### src/rtl/vedic_mult8_pipe_if.sv
// rtl/vedic_mult8_pipe_if.sv - operand/result handshake bundle for the 8x8 Vedic multiplier
interface vedic_mult8_pipe_if #(
  parameter int TAG_W = 4
);
  logic             in_valid;
  logic             in_ready;
  logic [7:0]       a;
  logic [7:0]       b;
  logic [TAG_W-1:0] in_tag;
  logic             out_valid;
  logic             out_ready;
  logic [15:0]      p;
  logic [TAG_W-1:0] out_tag;

  modport master (
    output in_valid, a, b, in_tag, out_ready,
    input  in_ready, out_valid, p, out_tag
  );

  modport slave (
    input  in_valid, a, b, in_tag, out_ready,
    output in_ready, out_valid, p, out_tag
  );
endinterface

### src/rtl/vedic_mult8_pipe.sv
// rtl/vedic_mult8_pipe.sv - 3-stage pipelined 8x8 unsigned Vedic multiplier with tag and result counter

// 2x2 Urdhva-Tiryagbhyam cell: vertical and crosswise bit products
module vedic_mult2 (
  input  logic [1:0] x,
  input  logic [1:0] y,
  output logic [3:0] z
);
  logic cross_a;
  logic cross_b;
  logic carry;

  assign cross_a = x[1] & y[0];
  assign cross_b = x[0] & y[1];
  assign carry   = cross_a & cross_b;
  assign z[0]    = x[0] & y[0];
  assign z[1]    = cross_a ^ cross_b;
  assign z[2]    = (x[1] & y[1]) ^ carry;
  assign z[3]    = (x[1] & y[1]) & carry;
endmodule

// 4x4 Vedic multiplier built from four 2x2 cells and a small adder chain
module vedic_mult4 (
  input  logic [3:0] x,
  input  logic [3:0] y,
  output logic [7:0] z
);
  logic [3:0] q0;
  logic [3:0] q1;
  logic [3:0] q2;
  logic [3:0] q3;
  logic [4:0] mid;
  logic [5:0] t;
  logic [5:0] hi;

  vedic_mult2 u_q0 (.x(x[1:0]), .y(y[1:0]), .z(q0));
  vedic_mult2 u_q1 (.x(x[3:2]), .y(y[1:0]), .z(q1));
  vedic_mult2 u_q2 (.x(x[1:0]), .y(y[3:2]), .z(q2));
  vedic_mult2 u_q3 (.x(x[3:2]), .y(y[3:2]), .z(q3));

  assign mid = {1'b0, q1} + {1'b0, q2};
  assign t   = {1'b0, mid} + {4'b0, q0[3:2]};
  // top carry cannot be set: 15*15 >> 2 fits in 6 bits
  assign hi  = {q3, 2'b0} + t;
  assign z   = {hi, q0[1:0]};
endmodule

module vedic_mult8_pipe #(
  parameter int TAG_W = 4,
  parameter int CNT_W = 16
) (
  input  logic             clk,
  input  logic             rst_n,
  vedic_mult8_pipe_if.slave bus,
  output logic [CNT_W-1:0] res_count
);
  logic             stall;

  logic             s1_valid_q, s1_valid_d;
  logic [7:0]       a_q, a_d;
  logic [7:0]       b_q, b_d;
  logic [TAG_W-1:0] s1_tag_q, s1_tag_d;

  logic             s2_valid_q, s2_valid_d;
  logic [7:0]       ll_q, ll_d;
  logic [7:0]       hl_q, hl_d;
  logic [7:0]       lh_q, lh_d;
  logic [7:0]       hh_q, hh_d;
  logic [TAG_W-1:0] s2_tag_q, s2_tag_d;

  logic             s3_valid_q, s3_valid_d;
  logic [15:0]      p_q, p_d;
  logic [TAG_W-1:0] s3_tag_q, s3_tag_d;

  logic [CNT_W-1:0] cnt_q, cnt_d;

  logic [7:0]       ll_w, hl_w, lh_w, hh_w;
  logic [8:0]       mid;
  logic [9:0]       t;
  logic [11:0]      p_hi;

  // the whole pipe freezes only when a finished result is refused
  assign stall = s3_valid_q & ~bus.out_ready;

  vedic_mult4 u_ll (.x(a_q[3:0]), .y(b_q[3:0]), .z(ll_w));
  vedic_mult4 u_hl (.x(a_q[7:4]), .y(b_q[3:0]), .z(hl_w));
  vedic_mult4 u_lh (.x(a_q[3:0]), .y(b_q[7:4]), .z(lh_w));
  vedic_mult4 u_hh (.x(a_q[7:4]), .y(b_q[7:4]), .z(hh_w));

  // recombine nibble products; the 12-bit top sum never overflows for 8x8
  always_comb begin
    mid  = {1'b0, hl_q} + {1'b0, lh_q};
    t    = {1'b0, mid} + {6'b0, ll_q[7:4]};
    p_hi = {hh_q, 4'b0} + {2'b0, t};
  end

  // advance all stages together unless stalled; data regs load only behind a valid bit
  always_comb begin
    s1_valid_d = s1_valid_q;
    a_d        = a_q;
    b_d        = b_q;
    s1_tag_d   = s1_tag_q;
    s2_valid_d = s2_valid_q;
    ll_d       = ll_q;
    hl_d       = hl_q;
    lh_d       = lh_q;
    hh_d       = hh_q;
    s2_tag_d   = s2_tag_q;
    s3_valid_d = s3_valid_q;
    p_d        = p_q;
    s3_tag_d   = s3_tag_q;
    cnt_d      = cnt_q;
    if (!stall) begin
      s1_valid_d = bus.in_valid;
      if (bus.in_valid) begin
        a_d      = bus.a;
        b_d      = bus.b;
        s1_tag_d = bus.in_tag;
      end
      s2_valid_d = s1_valid_q;
      if (s1_valid_q) begin
        ll_d     = ll_w;
        hl_d     = hl_w;
        lh_d     = lh_w;
        hh_d     = hh_w;
        s2_tag_d = s1_tag_q;
      end
      s3_valid_d = s2_valid_q;
      if (s2_valid_q) begin
        p_d      = {p_hi, ll_q[3:0]};
        s3_tag_d = s2_tag_q;
      end
    end
    if (s3_valid_q && bus.out_ready) begin
      cnt_d = cnt_q + {{(CNT_W-1){1'b0}}, 1'b1};
    end
  end

  // pipeline and counter state; reset clears everything so no stale result survives
  always_ff @(posedge clk or negedge rst_n) begin
    if (!rst_n) begin
      s1_valid_q <= 1'b0;
      a_q        <= '0;
      b_q        <= '0;
      s1_tag_q   <= '0;
      s2_valid_q <= 1'b0;
      ll_q       <= '0;
      hl_q       <= '0;
      lh_q       <= '0;
      hh_q       <= '0;
      s2_tag_q   <= '0;
      s3_valid_q <= 1'b0;
      p_q        <= '0;
      s3_tag_q   <= '0;
      cnt_q      <= '0;
    end else begin
      s1_valid_q <= s1_valid_d;
      a_q        <= a_d;
      b_q        <= b_d;
      s1_tag_q   <= s1_tag_d;
      s2_valid_q <= s2_valid_d;
      ll_q       <= ll_d;
      hl_q       <= hl_d;
      lh_q       <= lh_d;
      hh_q       <= hh_d;
      s2_tag_q   <= s2_tag_d;
      s3_valid_q <= s3_valid_d;
      p_q        <= p_d;
      s3_tag_q   <= s3_tag_d;
      cnt_q      <= cnt_d;
    end
  end

  assign bus.in_ready  = ~stall;
  assign bus.out_valid = s3_valid_q;
  assign bus.p         = p_q;
  assign bus.out_tag   = s3_tag_q;
  assign res_count     = cnt_q;
endmodule

### src/flat_wrapper.sv
// flat-port wrapper written by rule: the top's interface ports become plain ports
module vedic_mult8_pipe_flat 
#(
  parameter int TAG_W = 4,
  parameter int CNT_W = 16
)
  (clk, rst_n, res_count, bus_in_valid, bus_a, bus_b, bus_in_tag, bus_out_ready, bus_in_ready, bus_out_valid, bus_p, bus_out_tag);
  vedic_mult8_pipe_if #(.TAG_W(TAG_W)) bus_i ();
  input  logic clk;
  input  logic rst_n;
  output logic [CNT_W-1:0] res_count;
  input wire logic [$bits(bus_i.in_valid)-1:0] bus_in_valid;
  input wire logic [$bits(bus_i.a)-1:0] bus_a;
  input wire logic [$bits(bus_i.b)-1:0] bus_b;
  input wire logic [$bits(bus_i.in_tag)-1:0] bus_in_tag;
  input wire logic [$bits(bus_i.out_ready)-1:0] bus_out_ready;
  output wire logic [$bits(bus_i.in_ready)-1:0] bus_in_ready;
  output wire logic [$bits(bus_i.out_valid)-1:0] bus_out_valid;
  output wire logic [$bits(bus_i.p)-1:0] bus_p;
  output wire logic [$bits(bus_i.out_tag)-1:0] bus_out_tag;
  assign bus_i.in_valid = bus_in_valid;
  assign bus_i.a = bus_a;
  assign bus_i.b = bus_b;
  assign bus_i.in_tag = bus_in_tag;
  assign bus_i.out_ready = bus_out_ready;
  assign bus_in_ready = bus_i.in_ready;
  assign bus_out_valid = bus_i.out_valid;
  assign bus_p = bus_i.p;
  assign bus_out_tag = bus_i.out_tag;
  vedic_mult8_pipe #(.TAG_W(TAG_W), .CNT_W(CNT_W)) u_core (.clk(clk), .rst_n(rst_n), .bus(bus_i), .res_count(res_count));
endmodule
### config.mk
export PLATFORM = sky130hd
export DESIGN_NAME = vedic_mult8_pipe_flat
export DESIGN_NICKNAME = d
export VERILOG_FILES = /design/src/rtl/vedic_mult8_pipe_if.sv /design/src/rtl/vedic_mult8_pipe.sv /design/src/flat_wrapper.sv
export SDC_FILE = /design/constraint.sdc
export NUM_CORES = 1
export LEC_CHECK = 0
export ABC_AREA = 0
export ABC_CLOCK_PERIOD_IN_PS = 3000
export BUFFER_PORTS_ARGS = -buffer_cell sky130_fd_sc_hd__buf_4
export CAP_MARGIN = 0
export CORE_ASPECT_RATIO = 1.1
export CORE_MARGIN = 10
export CORE_UTILIZATION = 33
export DETAILED_ROUTE_END_ITERATION = 6
export PLACE_DENSITY = 0.58
export SLEW_MARGIN = 20
export SYNTH_ARGS = -nofsm -noshare
export SYNTH_HDL_FRONTEND = slang
export SYNTH_SLANG_ARGS = --single-unit
### constraint.sdc
create_clock -name clk -period 3 [get_ports clk]
set_clock_uncertainty 0.2 [all_clocks]
set_input_delay 0.6 -clock clk [delete_from_list [all_inputs] [get_ports clk]]
set_output_delay 0.6 -clock clk [all_outputs]
set_load 0.05 [all_outputs]
==> flow_summary.ini <==
[outcome]
status = completed

[critical_path]
crit_arrival_ps = 2970
cp-start-kind = flip-flop
reg2reg_depth = 13
cp_max_fo = 6
rrSetupSlack_ps = 60
rr_startpoint = u_core.a_q[6]$_DFFE_PN0P_
cpPeakStageDelay_ps = 510
critical_path_class = reg -> reg
cp_data_required_time_ps = 3030
crit_path_cell_trace = and2_4, ha_1, inv_1, fa_1, inv_1, ha_1, inv_1, fa_2, inv_1, a21o_1, a21oi_2, xor2_1, o21ai_0
end_kind = flip-flop
crit_slowest_cell = fa_1
r2r-end = u_core.hl_q[7]$_DFFE_PN0P_
cpMostUsedCell = inv_1

[clock_network]
cts_root_buf = clkbuf_16
cts_sinks = 95
cts_hold_buffers = 0
cts_tree = done
htreeDepth = 3
numCtsBuffers = 9
cts_buffer_depth = 2
path_clk_slew_ps = 80
clkLatencyLatePin_ps = 360

[floorplanning]
fp.dieW_um = 148
coreArea_sq_mm = 0.0177
die_h_um = 161
io_pins = 62
initial_core_util_pct = 33.6
dieArea_sq_mm = 0.0238
rows = 51

[route]
ant_nets = 0
wl_per_cell_um = 14.7
via_per_inst = 4.54
route.detailed.drc = 0
drt-total-wl_um = 13400
drtPass1Iterations = 4
drt_iter0_markers = 181
vias = 4142

[cells_and_area]
antenna_cells = 0
fin_nets = 779
drive_above_1_share_pct = 33.8
fillCellCount = 1719
areaGrowthSynthToFinish_pct = 25.6

[sta]
worst_slew_pin_slew_ps = 631
min_period_over_period_pct = 98.2
fmax_mhz = 340
period_needed_ps = 2940
setup_viol_count_final = 0
relSlewSlack_pct = 57.9
rsz0062_at_grt = yes
timing.final.max_slew_violations = 0
hold_violations = 0
finalSetupTns_ps = 0

[logic_synthesis]
synth_top_cell_area_share_pct = 39.9
ys_types = 33
synthArstFlopShare_pct = 100
synth_cells = 570
yosysTopAreaCell = dfrtp_1
synth_fp_nets = 680
ys_warn_count = 0
synth.area.top_cells = dfrtp_1 40%, ha_1 12%, fa_1 9.7%
seq_area_frac_synth_pct = 39.9
synth-edff-count = 0
ys.flop_type = dfrtp_1
ys_seq_elements = 95
synth_area_sq_mm = 0.00596
synth_area_per_cell_sq_um = 10.5

[global_route]
antenna_found_initial = 0
grt_max_degree = 49
use_met3_pct = 2.33
gr-usage-met1_pct = 14.7
grt-ovfl-total = 0
grt_pass1_wl_um = 21800
grtUsageMet2_pct = 17.6
first_global_vias = 4322
track_usage_pct = 11.3
grt-busiest-layer = met2

[power_and_ir_drop]
cellPowerDensity_mw_per_mm2 = 1070
ir_worst_vdd_mv = 0.432
p_sw_mw = 3.63
leakagePower_nw = 3.70
totalPowerFinal_mw = 8.03
p_sw_share_pct = 45.2
intPower_mw = 4.40
pwr-share-comb_pct = 58.4
pwr-share-clk_pct = 14.4
seq_power_share_pct = 27.2

[place]
gp_congestion = 0.862
place.port_buffers = 61
hpwl_um = 10100

[job]
max-cap-violations = 0

[worst_hold_path]
worstHoldPathType = in -> async
==> area by class of cell <==
cell class,instances,area [sq um],share of cell area [%]
repair buffers,101,757,10.1
inverters,72,270,3.61
flip-flops and latches,95,2390,32.0
clock inverters,7,71.3,0.953
clock buffers,9,225,3.01
multi-input cells,390,3470,46.4
well taps,238,298,3.98
==> cells in the final DEF, fill, tap and decap left out, types with 2 or more instances in the layout <==
master and instances:
dfrtp_2 11, clkinv_4 2, mux2i_1 2, and2_1 43, a211oi_1 2, fa_2 7
o21ai_0 27, mux2_2 37, inv_1 61, clkbuf_2 2, o21ai_1 7, ha_2 6
nor2_1 4, and2_4 16, xnor2_1 15, and3_1 2, ha_1 42, nand3_1 5
nor3b_1 2, nand3_2 2, clkbuf_16 9, ha_4 9, inv_2 11, xor2_1 17
inv_6 3, buf_4 98, nand2_1 81, a21o_1 11, fa_1 22, a21oi_1 7
and4_4 2, dfrtp_1 84, nand4_1 4, a21oi_2 8, a2111oi_0 2
==> kinds of logic (layout without fill, tap and decap cells) <==
| kind of cell | after synthesis | after routing | share of synthesized area, % |
|---|---|---|---|
| and+or+nand+nor | 164 | 164 | 14.1 |
| DFF | 95 | 95 | 39.9 |
| adders and majority gates | 86 | 86 | 21.7 |
| buffers and inverters | 85 | 189 | 5.56 |
| AOI/OAI and AO/OA | 68 | 68 | 6.57 |
| muxes | 39 | 39 | 7.33 |
| xor gates and xnor gates | 33 | 33 | 4.85 |
==> cells in the mapped netlist (2+ instances only) <==
| cell | n |
|---|---|
| mux2i_1 | 2 |
| nor3b_1 | 2 |
| xor2_1 | 18 |
| nand4_1 | 4 |
| buf_2 | 10 |
| a211oi_1 | 2 |
| a21oi_1 | 15 |
| fa_1 | 29 |
| o21ai_0 | 33 |
| a21o_1 | 11 |
| nand3_2 | 2 |
| and3_1 | 2 |
| inv_1 | 72 |
| and2_1 | 58 |
| dfrtp_1 | 95 |
| ha_1 | 57 |
| nand2_1 | 81 |
| mux2_2 | 37 |
| a2111oi_0 | 2 |
| nor2_1 | 4 |
| nand3_1 | 5 |
| xnor2_1 | 15 |
| and4_4 | 2 |
| clkbuf_1 | 3 |
==> how the worst max path moves through the flow <==
stage	start	depth (start not counted)	end
after global routing	u_core.a_q[5]$_DFFE_PN0P_	14	u_core.hl_q[7]$_DFFE_PN0P_
after global placement	u_core.a_q[3]$_DFFE_PN0P_	11	u_core.lh_q[6]$_DFFE_PN0P_
after CTS	u_core.a_q[3]$_DFFE_PN0P_	12	u_core.ll_q[6]$_DFFE_PN0P_
after detailed placement	u_core.a_q[3]$_DFFE_PN0P_	11	u_core.lh_q[6]$_DFFE_PN0P_
after floorplan	u_core.b_q[0]$_DFFE_PN0P_	11	u_core.hl_q[6]$_DFFE_PN0P_
final	u_core.a_q[6]$_DFFE_PN0P_	13	u_core.hl_q[7]$_DFFE_PN0P_
==> through the flow <==
stage	instances	setup slack, ps	instance area (sq um)	utilization [%]	hold slack, ps
6_report	912	55.3	7480	42.2	55.1
5_1_grt	912	-82.6	7480	42.2	101
4_1_cts	908	1.00	7260	40.9	77.7
3_5_place_dp	881	-163	6840	38.6	252
3_3_place_gp	881	-109	6840	38.6	244
2_1_floorplan	570	171	5960	-	104
==> power by group through the flow <==
| stage | Sequential, mW | Combinational, mW | Clock [mW] |
|---|---|---|---|
| 2_1_floorplan | 2.70 | 2.57 | 0 |
| 3_3_place_gp | 2.20 | 4.23 | 0 |
| 3_5_place_dp | 2.22 | 4.32 | 0 |
| 4_1_cts | 2.19 | 4.48 | 1.20 |
| 5_1_grt | 2.27 | 5.27 | 1.24 |
| 6_report | 2.19 | 4.69 | 1.16 |
==> registers in the layout, indices dropped and copies added (netlist names) <==
name and count:
u_core.s1_valid_q 1, u_core.a_q 8, u_core.b_q 8, u_core.lh_q 8, u_core.bus.p 16, u_core.s1_tag_q 4
u_core.res_count 16, u_core.s2_tag_q 4, u_core.hl_q 8, u_core.ll_q 8, u_core.hh_q 8, u_core.bus.out_tag 4
u_core.bus.out_valid 1, u_core.s2_valid_q 1
==> layer usage <==
layer	vias up	routed length [um]
met5	-	0
met4	0	282
met3	16	522
met2	68	6330
met1	2008	6290
li1	2050	-
==> critical path: cells and delay by family (launching register included) <==
| kind | cells | cell delay, ps |
|---|---|---|
| AOI/OAI and AO/OA | 3 | 410 |
| xor gates and xnor gates | 1 | 140 |
| adders and majority gates | 4 | 1200 |
| buffers and inverters | 4 | 220 |
| DFF | 1 | 470 |
| and+or+nand+nor | 1 | 180 |
==> repair_timing <==
action / 4_1_cts / 5_1_grt
buffers inserted: 11 / 4
resized for setup: 22 / 56
pin swaps: 11 / 37
endpoints found under the setup margin: 6 / 10
Power figures use the tool's default switching activity.
